**src/rtl/axi_lite_pkg.sv**
```systemverilog
`default_nettype none
// ============================================================================
// Package  : axi_lite_pkg
// Brief    : Shared AXI-Lite response codes, regfile FSM state types and the
//            byte-strobe merge helper used by the bridge and its slaves.
// Revision : 1.0 - initial release
// ============================================================================
package axi_lite_pkg;

    localparam logic [1:0] RESP_OKAY   = 2'b00;
    localparam logic [1:0] RESP_SLVERR = 2'b10;
    localparam logic [1:0] RESP_DECERR = 2'b11;

    typedef enum logic [1:0] {
        W_IDLE   = 2'd0,
        W_GOT_AW = 2'd1,
        W_GOT_W  = 2'd2,
        W_RESP   = 2'd3
    } wr_state_e;

    typedef enum logic [0:0] {
        R_IDLE = 1'b0,
        R_RESP = 1'b1
    } rd_state_e;

    // Replace only the byte lanes whose strobe bit is set.
    function automatic logic [31:0] strb_merge(input logic [31:0] old_val,
                                               input logic [31:0] new_val,
                                               input logic [3:0]  strb);
        logic [31:0] v;
        v = old_val;
        for (int k = 0; k < 4; k++) begin
            if (strb[k]) begin
                v[8*k +: 8] = new_val[8*k +: 8];
            end
        end
        return v;
    endfunction

endpackage
`default_nettype wire

```
**src/rtl/axi_lite_if.sv**
```systemverilog
`default_nettype none
// ============================================================================
// Interface : axi_lite_if
// Brief     : AXI-Lite bundle (AW/W/B/AR/R) with the clock and active-low
//             reset carried alongside, plus master and slave modports.
// Revision  : 1.0 - initial release
// ============================================================================
interface axi_lite_if #(
    parameter int ADDR_WIDTH = 32,
    parameter int DATA_WIDTH = 32
) (
    input logic clk,
    input logic rst_n
);

    logic [ADDR_WIDTH-1:0]   aw_addr;
    logic                    aw_valid;
    logic                    aw_ready;
    logic [DATA_WIDTH-1:0]   w_data;
    logic [DATA_WIDTH/8-1:0] w_strb;
    logic                    w_valid;
    logic                    w_ready;
    logic [1:0]              b_resp;
    logic                    b_valid;
    logic                    b_ready;
    logic [ADDR_WIDTH-1:0]   ar_addr;
    logic                    ar_valid;
    logic                    ar_ready;
    logic [DATA_WIDTH-1:0]   r_data;
    logic [1:0]              r_resp;
    logic                    r_valid;
    logic                    r_ready;

    modport slave (
        input  clk, rst_n,
        input  aw_addr, aw_valid, output aw_ready,
        input  w_data, w_strb, w_valid, output w_ready,
        output b_resp, b_valid, input b_ready,
        input  ar_addr, ar_valid, output ar_ready,
        output r_data, r_resp, r_valid, input r_ready
    );

    modport master (
        input  clk, rst_n,
        output aw_addr, aw_valid, input aw_ready,
        output w_data, w_strb, w_valid, input w_ready,
        input  b_resp, b_valid, output b_ready,
        output ar_addr, ar_valid, input ar_ready,
        input  r_data, r_resp, r_valid, output r_ready
    );

endinterface
`default_nettype wire

```
**src/rtl/axi_lite_regfile.sv**
```systemverilog
`default_nettype none
// ============================================================================
// Module   : axi_lite_regfile
// Brief    : AXI-Lite slave register file. NUM_REGS 32-bit registers, each
//            either RW (drives reg_q) or RO (reads hw_in). AW and W accepted
//            in either order; OKAY or SLVERR responses.
// Revision : 1.0 - initial release
// ============================================================================
module axi_lite_regfile #(
    parameter int                             ADDR_WIDTH = 32,
    parameter int                             DATA_WIDTH = 32,
    parameter int                             NUM_REGS   = 8,
    parameter int                             WINDOW_W   = 12,
    parameter logic [NUM_REGS-1:0]            RO_MASK    = '0,
    parameter logic [NUM_REGS*DATA_WIDTH-1:0] RESET_VAL  = '0
) (
    axi_lite_if.slave                             s_axi,
    output logic [NUM_REGS-1:0][DATA_WIDTH-1:0]   reg_q,
    output logic [NUM_REGS-1:0]                   reg_wr_pulse,
    input  logic [NUM_REGS-1:0][DATA_WIDTH-1:0]   hw_in
);

    import axi_lite_pkg::*;

    localparam int c_idx_w  = WINDOW_W - 2;
    localparam int c_strb_w = DATA_WIDTH / 8;

    wr_state_e               r_wr_state;
    wr_state_e               w_wr_state_nxt;
    rd_state_e               r_rd_state;
    rd_state_e               w_rd_state_nxt;

    logic [c_idx_w-1:0]      r_aw_idx;
    logic [DATA_WIDTH-1:0]   r_w_data;
    logic [c_strb_w-1:0]     r_w_strb;
    logic [1:0]              r_b_resp;
    logic [DATA_WIDTH-1:0]   r_r_data;
    logic [1:0]              r_r_resp;
    logic [NUM_REGS-1:0]     r_wr_pulse;

    logic                    w_aw_hs;
    logic                    w_w_hs;
    logic                    w_b_hs;
    logic                    w_ar_hs;
    logic                    w_r_hs;
    logic                    w_commit;
    logic [c_idx_w-1:0]      w_wr_idx;
    logic [DATA_WIDTH-1:0]   w_cm_data;
    logic [c_strb_w-1:0]     w_cm_strb;
    logic [NUM_REGS-1:0]     w_wr_sel;
    logic                    w_wr_ok;
    logic [c_idx_w-1:0]      w_rd_idx;
    logic [DATA_WIDTH-1:0]   w_rd_data;
    logic                    w_rd_ok;
    logic                    w_unused;

    // Readies and valids come from state alone, never from the incoming valids.
    assign s_axi.aw_ready = (r_wr_state == W_IDLE) || (r_wr_state == W_GOT_W);
    assign s_axi.w_ready  = (r_wr_state == W_IDLE) || (r_wr_state == W_GOT_AW);
    assign s_axi.b_valid  = (r_wr_state == W_RESP);
    assign s_axi.b_resp   = r_b_resp;
    assign s_axi.ar_ready = (r_rd_state == R_IDLE);
    assign s_axi.r_valid  = (r_rd_state == R_RESP);
    assign s_axi.r_data   = r_r_data;
    assign s_axi.r_resp   = r_r_resp;
    assign reg_wr_pulse   = r_wr_pulse;

    assign w_aw_hs = s_axi.aw_valid && s_axi.aw_ready;
    assign w_w_hs  = s_axi.w_valid  && s_axi.w_ready;
    assign w_b_hs  = s_axi.b_valid  && s_axi.b_ready;
    assign w_ar_hs = s_axi.ar_valid && s_axi.ar_ready;
    assign w_r_hs  = s_axi.r_valid  && s_axi.r_ready;

    // Whichever half arrived first was latched; the other comes straight off the bus.
    assign w_wr_idx  = (r_wr_state == W_GOT_AW) ? r_aw_idx : s_axi.aw_addr[WINDOW_W-1:2];
    assign w_cm_data = (r_wr_state == W_GOT_W)  ? r_w_data : s_axi.w_data;
    assign w_cm_strb = (r_wr_state == W_GOT_W)  ? r_w_strb : s_axi.w_strb;
    assign w_rd_idx  = s_axi.ar_addr[WINDOW_W-1:2];

    // Address bits outside the decoded index are ignored by design.
    assign w_unused = ^{s_axi.aw_addr[ADDR_WIDTH-1:WINDOW_W], s_axi.aw_addr[1:0],
                        s_axi.ar_addr[ADDR_WIDTH-1:WINDOW_W], s_axi.ar_addr[1:0], hw_in};

    // Write FSM next state; commit fires on the edge completing the second of AW/W.
    always_comb begin
        w_wr_state_nxt = r_wr_state;
        w_commit       = 1'b0;
        case (r_wr_state)
            W_IDLE: begin
                if (w_aw_hs && w_w_hs) begin
                    w_commit       = 1'b1;
                    w_wr_state_nxt = W_RESP;
                end else if (w_aw_hs) begin
                    w_wr_state_nxt = W_GOT_AW;
                end else if (w_w_hs) begin
                    w_wr_state_nxt = W_GOT_W;
                end
            end
            W_GOT_AW: begin
                if (w_w_hs) begin
                    w_commit       = 1'b1;
                    w_wr_state_nxt = W_RESP;
                end
            end
            W_GOT_W: begin
                if (w_aw_hs) begin
                    w_commit       = 1'b1;
                    w_wr_state_nxt = W_RESP;
                end
            end
            W_RESP: begin
                if (w_b_hs) begin
                    w_wr_state_nxt = W_IDLE;
                end
            end
            default: w_wr_state_nxt = W_IDLE;
        endcase
    end

    // Write decode: only an in-range RW index is selected; anything else is an error.
    always_comb begin
        w_wr_sel = '0;
        w_wr_ok  = 1'b0;
        for (int i = 0; i < NUM_REGS; i++) begin
            if ((w_wr_idx == c_idx_w'(i)) && !RO_MASK[i]) begin
                w_wr_sel[i] = w_commit;
                w_wr_ok     = 1'b1;
            end
        end
    end

    // Write FSM state, half-transaction captures, response and pulse.
    always_ff @(posedge s_axi.clk or negedge s_axi.rst_n) begin
        if (!s_axi.rst_n) begin
            r_wr_state <= W_IDLE;
            r_aw_idx   <= '0;
            r_w_data   <= '0;
            r_w_strb   <= '0;
            r_b_resp   <= RESP_OKAY;
            r_wr_pulse <= '0;
        end else begin
            r_wr_state <= w_wr_state_nxt;
            r_wr_pulse <= w_wr_sel;
            if ((r_wr_state == W_IDLE) && w_aw_hs) begin
                r_aw_idx <= s_axi.aw_addr[WINDOW_W-1:2];
            end
            if ((r_wr_state == W_IDLE) && w_w_hs) begin
                r_w_data <= s_axi.w_data;
                r_w_strb <= s_axi.w_strb;
            end
            if (w_commit) begin
                r_b_resp <= w_wr_ok ? RESP_OKAY : RESP_SLVERR;
            end
        end
    end

    // Register storage: RO slots hold nothing and present zero on reg_q.
    generate
        for (genvar i = 0; i < NUM_REGS; i++) begin : g_reg
            if (RO_MASK[i]) begin : g_ro
                assign reg_q[i] = '0;
            end else begin : g_rw
                logic [DATA_WIDTH-1:0] r_val;
                // Byte-lane update on an accepted write; zero strobe keeps the value.
                always_ff @(posedge s_axi.clk or negedge s_axi.rst_n) begin
                    if (!s_axi.rst_n) begin
                        r_val <= RESET_VAL[i*DATA_WIDTH +: DATA_WIDTH];
                    end else if (w_wr_sel[i]) begin
                        r_val <= strb_merge(r_val, w_cm_data, w_cm_strb);
                    end
                end
                assign reg_q[i] = r_val;
            end
        end
    endgenerate

    // Read mux: RW returns stored value (pre-write on a same-cycle write), RO returns hw_in.
    always_comb begin
        w_rd_data = '0;
        w_rd_ok   = 1'b0;
        for (int i = 0; i < NUM_REGS; i++) begin
            if (w_rd_idx == c_idx_w'(i)) begin
                w_rd_ok   = 1'b1;
                w_rd_data = RO_MASK[i] ? hw_in[i] : reg_q[i];
            end
        end
    end

    // Read FSM next state.
    always_comb begin
        w_rd_state_nxt = r_rd_state;
        case (r_rd_state)
            R_IDLE:  if (w_ar_hs) w_rd_state_nxt = R_RESP;
            R_RESP:  if (w_r_hs)  w_rd_state_nxt = R_IDLE;
            default: w_rd_state_nxt = R_IDLE;
        endcase
    end

    // Read FSM state and response snapshot held until r_ready.
    always_ff @(posedge s_axi.clk or negedge s_axi.rst_n) begin
        if (!s_axi.rst_n) begin
            r_rd_state <= R_IDLE;
            r_r_data   <= '0;
            r_r_resp   <= RESP_OKAY;
        end else begin
            r_rd_state <= w_rd_state_nxt;
            if (w_ar_hs) begin
                r_r_data <= w_rd_ok ? w_rd_data : '0;
                r_r_resp <= w_rd_ok ? RESP_OKAY : RESP_SLVERR;
            end
        end
    end

endmodule
`default_nettype wire

```
**src/flat_wrapper.sv**
```systemverilog
// flat-port wrapper written by rule: the top's interface ports become plain ports
module axi_lite_regfile_flat import axi_lite_pkg::*;
#(
    parameter int                             ADDR_WIDTH = 32,
    parameter int                             DATA_WIDTH = 32,
    parameter int                             NUM_REGS   = 8,
    parameter int                             WINDOW_W   = 12,
    parameter logic [NUM_REGS-1:0]            RO_MASK    = '0,
    parameter logic [NUM_REGS*DATA_WIDTH-1:0] RESET_VAL  = '0
)
  (reg_q, reg_wr_pulse, hw_in, clk, rst_n, s_axi_aw_addr, s_axi_aw_valid, s_axi_aw_ready, s_axi_w_data, s_axi_w_strb, s_axi_w_valid, s_axi_w_ready, s_axi_b_resp, s_axi_b_valid, s_axi_b_ready, s_axi_ar_addr, s_axi_ar_valid, s_axi_ar_ready, s_axi_r_data, s_axi_r_resp, s_axi_r_valid, s_axi_r_ready);
  axi_lite_if #(.ADDR_WIDTH(ADDR_WIDTH), .DATA_WIDTH(DATA_WIDTH)) s_axi_i (.clk(clk), .rst_n(rst_n));
  output logic [NUM_REGS-1:0][DATA_WIDTH-1:0] reg_q;
  output logic [NUM_REGS-1:0] reg_wr_pulse;
  input  logic [NUM_REGS-1:0][DATA_WIDTH-1:0] hw_in;
  input wire logic clk;
  input wire logic rst_n;
  input wire logic [$bits(s_axi_i.aw_addr)-1:0] s_axi_aw_addr;
  input wire logic [$bits(s_axi_i.aw_valid)-1:0] s_axi_aw_valid;
  output wire logic [$bits(s_axi_i.aw_ready)-1:0] s_axi_aw_ready;
  input wire logic [$bits(s_axi_i.w_data)-1:0] s_axi_w_data;
  input wire logic [$bits(s_axi_i.w_strb)-1:0] s_axi_w_strb;
  input wire logic [$bits(s_axi_i.w_valid)-1:0] s_axi_w_valid;
  output wire logic [$bits(s_axi_i.w_ready)-1:0] s_axi_w_ready;
  output wire logic [$bits(s_axi_i.b_resp)-1:0] s_axi_b_resp;
  output wire logic [$bits(s_axi_i.b_valid)-1:0] s_axi_b_valid;
  input wire logic [$bits(s_axi_i.b_ready)-1:0] s_axi_b_ready;
  input wire logic [$bits(s_axi_i.ar_addr)-1:0] s_axi_ar_addr;
  input wire logic [$bits(s_axi_i.ar_valid)-1:0] s_axi_ar_valid;
  output wire logic [$bits(s_axi_i.ar_ready)-1:0] s_axi_ar_ready;
  output wire logic [$bits(s_axi_i.r_data)-1:0] s_axi_r_data;
  output wire logic [$bits(s_axi_i.r_resp)-1:0] s_axi_r_resp;
  output wire logic [$bits(s_axi_i.r_valid)-1:0] s_axi_r_valid;
  input wire logic [$bits(s_axi_i.r_ready)-1:0] s_axi_r_ready;
  assign s_axi_i.aw_addr = s_axi_aw_addr;
  assign s_axi_i.aw_valid = s_axi_aw_valid;
  assign s_axi_aw_ready = s_axi_i.aw_ready;
  assign s_axi_i.w_data = s_axi_w_data;
  assign s_axi_i.w_strb = s_axi_w_strb;
  assign s_axi_i.w_valid = s_axi_w_valid;
  assign s_axi_w_ready = s_axi_i.w_ready;
  assign s_axi_b_resp = s_axi_i.b_resp;
  assign s_axi_b_valid = s_axi_i.b_valid;
  assign s_axi_i.b_ready = s_axi_b_ready;
  assign s_axi_i.ar_addr = s_axi_ar_addr;
  assign s_axi_i.ar_valid = s_axi_ar_valid;
  assign s_axi_ar_ready = s_axi_i.ar_ready;
  assign s_axi_r_data = s_axi_i.r_data;
  assign s_axi_r_resp = s_axi_i.r_resp;
  assign s_axi_r_valid = s_axi_i.r_valid;
  assign s_axi_i.r_ready = s_axi_r_ready;
  axi_lite_regfile #(.ADDR_WIDTH(ADDR_WIDTH), .DATA_WIDTH(DATA_WIDTH), .NUM_REGS(NUM_REGS), .WINDOW_W(WINDOW_W), .RO_MASK(RO_MASK), .RESET_VAL(RESET_VAL)) u_core (.s_axi(s_axi_i), .reg_q(reg_q), .reg_wr_pulse(reg_wr_pulse), .hw_in(hw_in));
endmodule
```
**config.mk**
```make
export PLATFORM = sky130hd
export DESIGN_NAME = axi_lite_regfile_flat
export DESIGN_NICKNAME = d
export VERILOG_FILES = /design/src/rtl/axi_lite_pkg.sv /design/src/rtl/axi_lite_if.sv /design/src/rtl/axi_lite_regfile.sv /design/src/flat_wrapper.sv
export SDC_FILE = /design/constraint.sdc
export NUM_CORES = 1
export LEC_CHECK = 0
export CORE_AREA = 2 2 256 258
export DETAILED_ROUTE_END_ITERATION = 10
export DIE_AREA = 0 0 258 260
export SYNTH_ARGS = -nofsm -noshare
export SYNTH_HDL_FRONTEND = slang
export SYNTH_SLANG_ARGS = --single-unit
```
**constraint.sdc**
```tcl
create_clock -name clk -period 3.2 [get_ports clk]
set_clock_uncertainty 0.1 [all_clocks]
set_input_delay 0.32 -clock clk [delete_from_list [all_inputs] [get_ports clk]]
set_output_delay 0.32 -clock clk [all_outputs]
set_load 0.01 [all_outputs]
```
==> impl_summary.txt <==
----------------------------------------------------
[Run status]
  Result of the run ... completed

[Worst setup path]
  Family of cells with the greatest summed delay on the critical path ... simple AND/OR/NAND/NOR gates
  Reg2reg setup slack ... 0.19 ns
  Crit-path cells ... inv_1, ha_1, buf_12, nor4_2, a32o_1, buf_4, nand3_2, mux2_2
  Critical-path top delay cell ... sky130_fd_sc_hd__nand3_2
  Worst Setup Path Type ... flop to flop
  Sum of buffers and inverters on the critical path ... 3
  Maximum fanout along the worst path ... 18
  Required time at the endpoint of the critical path ... 3.53 ns
  Critical path launch point type ... flop
  Sort of element at the end of the critical path ... flop
  Delay of the slowest cell on the worst path ... between 0.4 and 0.5 ns
  Data arrival time of the critical path ... between 3 and 4 ns

[Power]
  Power density of the placed cells ... 557 nW/um2
  Combinational Power Share ... 24.3%
  Sw Share ... 31.0%
  Clock network fraction of design power ... a little over a third
  Internal power summed over all cells ... slightly below 9 mW
  Sequential Power Share ... 39.7%
  Worst-case vdd ir drop ... 0.000289 V
  Standby leakage power ... between 9 and 10 nW
  Reported net switching power ... 3.96 mW
  Power consumption ... around 13 mW

[Yosys]
  Post-synthesis sequential area ratio ... 52.5%
  Portion of synthesized cell area occupied by the leading cell type ... 52.5%
  Cell area after synthesis ... 16500 um2
  Adder-cell share of the synthesized area ... 0.378%
  Total of warnings raised by yosys ... 0
  Top-count cell post-synth ... sky130_fd_sc_hd__dfrtp_1
  Combinational family with the most area after synthesis ... multiplexers
  Dominant register cell in the synthesized netlist ... sky130_fd_sc_hd__dfrtp_1
  Gate count after technology mapping ... 1234
  XOR/XNOR share of the synthesized area ... 0%
  Syn Area/Cell ... 13.4 um2
  Yosys reg bits ... between 300 and 400
  Yosys top cell by area ... sky130_fd_sc_hd__dfrtp_1
  Proportion of synthesized area in mux cells ... between 20% and 30%
  Async S/R FF share, synth ... 100%
  Synth area leaders ... sky130_fd_sc_hd__dfrtp_1, sky130_fd_sc_hd__mux2_2, sky130_fd_sc_hd__nor4_4
  Post-synthesis share of cell area spent on and, or, nand and nor gates ... 8.11%
  Post-synth EDFFs ... 0
  Complex-gate fraction of the synthesized area ... 9.58%
  Number of different library cells in the post-synthesis netlist ... 64
  Ranking of synthesized cells by instance count ... sky130_fd_sc_hd__dfrtp_1, sky130_fd_sc_hd__mux2_2, sky130_fd_sc_hd__o21ai_0

[Final layout]
  Area growth from synthesis to layout ... 38.8%
  Fill count ... 6176
  Area taken by flip-flops and latches ... 8680 um2
  End-of-flow core utilization ... a little over a third
  Final nets ... 2010
  Fraction of layout instances using a drive strength above 1 ... 33.2%
  Total area of multi-input combinational cells ... 7520 um2

[Routing]
  Remaining routing DRC violations ... 0
  Number of routed nets with antenna violations ... 0
  Vias ... 12600
  Drt total wl ... 67300 um
  Post-detailed-route wirelength per cell ... 26.6 um
  Number of optimization iterations in the first detailed-route pass ... 7
  First DRT Iteration DRCs ... 777
  Vias per inst ... 4.97

[Global route]
  Pin count of the biggest net entering global routing ... 90
  Global-route wire length before repair ... between 90000 and 100000 um
  Via count of the first global-routing pass ... 13200
  Initial antenna violation count ... 4
  Overall Global Routing Usage ... 19.6%
  Grt total ovfl ... 0

[Run]
  Max-Cap Viols ... 0

[Clock network]
  Clk Latency, worst-skew pair ... roughly 0.56 ns
  Worst-path clk slew ... approximately 0.06 ns
  TritonCTS clock tree ... built
  Maximum root-to-sink buffer count ... 3
  Clock Sinks ... 347
  Post-cts gate resize count ... 0
  Number of levels the H-tree was split into ... 2
  Cell chosen for the clock root ... sky130_fd_sc_hd__clkbuf_16
  TritonCTS buffer count ... 41

[Place]
  Weighted congestion reported at the end of routability-driven placement ... 0.870
  Port bufs ... 365
  Pre-CTS setup slack ... -0.0185 ns
  HPWL Detailed ... 49000 um

[Floorplan]
  Floorplan die width ... 258 um
  Initial Utilization ... 25.8%
  Die extent in y ... roughly 260 um
  Row count ... 93
  Area of the die ... around 67000 um2
  Total core area ... 64100 um2
  Top Ports ... 668

[STA]
  Number of max-slew violations in the final report ... 0
  Final worst-path cycle share ... 94.0%
  Transition at the pin with the smallest max-transition slack ... 1.07 ns
  Fmax ... 333 MHz
  Setup-violating endpoint count in the final report ... 0
  Time the final worst path needs with I/O delays and setup ... 3.01 ns
  Final hold viol count ... 0
  Summed negative setup slack over all endpoints ... 0 ns
  Unrepaired setup endpoints after global routing ... no
  WHS ... 0.164 ns
  Minimum setup slack in the final design ... between 0.15 and 0.2 ns
  Max-Slew Margin vs Limit ... 28.9%

[Min path]
  Worst hold-check path type ... input pin to flop

----------------------------------------------------
-- stage by stage --
step           cells  instance area [um2]
4_1_cts         2524                22900
5_1_grt         2525                22900
6_report        2526                22900
3_3_place_gp    2453                21600
2_1_floorplan   1235                16500
3_5_place_dp    2453                21600
-- metal layers --
layer	global-route usage, %	vias up	part of all wire, %
li1	-	5491	-
met1	26.1	6499	45
met2	30.1	479	44
met3	7.30	93	9.2
met4	5.07	0	2.1
met5	0	-	0
-- kinds of logic (layout without fill, tap and decap cells) --
family                   Yosys count  count (layout)
buffers and inverters             91             525
AND/OR/NAND/NOR                  184             184
multiplexers                     396             396
flip-flops                       347             347
adder cells (fa/ha/maj)            5               5
other                              1               4
AO/OA/AOI/OAI                    210             210
-- cell usage in the layout, fill, tap and decap left out, types with 19 or more instances in the layout --
cell	n
sky130_fd_sc_hd__nor2_1	40
sky130_fd_sc_hd__mux2i_1	35
sky130_fd_sc_hd__nor3_1	20
sky130_fd_sc_hd__a22oi_1	28
sky130_fd_sc_hd__o21ai_0	45
sky130_fd_sc_hd__dfrtp_1	347
sky130_fd_sc_hd__nand2_1	19
sky130_fd_sc_hd__clkdlybuf4s50_1	361
sky130_fd_sc_hd__clkbuf_16	41
sky130_fd_sc_hd__buf_4	64
sky130_fd_sc_hd__mux2_2	342
-- power groups by stage --
stage               Clock (mW)  Combinational [mW]  Sequential, mW
global placement             0                3.05            5.11
floorplan                    0                1.88            5.11
CTS                       4.69                3.12            5.07
finish                    4.60                3.11            5.07
detailed placement           0                3.12            5.14
global route              4.87                3.33            5.11
-- worst min-delay path: stages --
cell                      delay, ns
sky130_fd_sc_hd__buf_4         0.23
sky130_fd_sc_hd__o21a_1        0.17
sky130_fd_sc_hd__o31ai_1       0.05
-- state kept, by name, indices dropped and copies added, names as in the netlist --
name and flops:
u_core.g.g_rw.r_val 256, u_core.r_w_data 32, u_core.s_axi.r_data 32, u_core.r_aw_idx 10
u_core.reg_wr_pulse 8, u_core.r_w_strb 4, u_core.r_wr_state 2, u_core.s_axi.b_resp 1
u_core.s_axi.r_resp 1, u_core.s_axi.r_valid 1
-- area by class of cell --
type	count	area share [%]
multi-input combinational	797	32.8
clock buffer	62	5.21
clock inverter	8	0.404
antenna	2	0.0218
sequential	347	37.9
tap	855	4.66
inverter	17	0.278
timing repair buffer	438	18.8
-- worst paths after layout --
kind                                              start                              to  cells after the start
worst max-delay path               u_core.r_wr_state[1]   u_core.g_reg[0].g_rw.r_val[2]                      8
worst min-delay path                   s_axi_ar_addr[2]         u_core.s_axi.r_data[24]                      3
worst min register to register  u_core.s_axi.r_data[31]         u_core.s_axi.r_data[31]                      2
max in group asynchronous                         rst_n  u_core.g_reg[7].g_rw.r_val[16]                      3
min in group asynchronous                         rst_n          u_core.reg_wr_pulse[3]                      2
worst max register to register     u_core.r_wr_state[1]   u_core.g_reg[0].g_rw.r_val[2]                      8
-- repair_timing --
item | 4_1_cts | 5_1_grt
setup buffers | 0 | 0
endpoints found under the hold margin | 80 | 0
hold buffers | 1 | 0
Power figures use the tool's default switching activity.
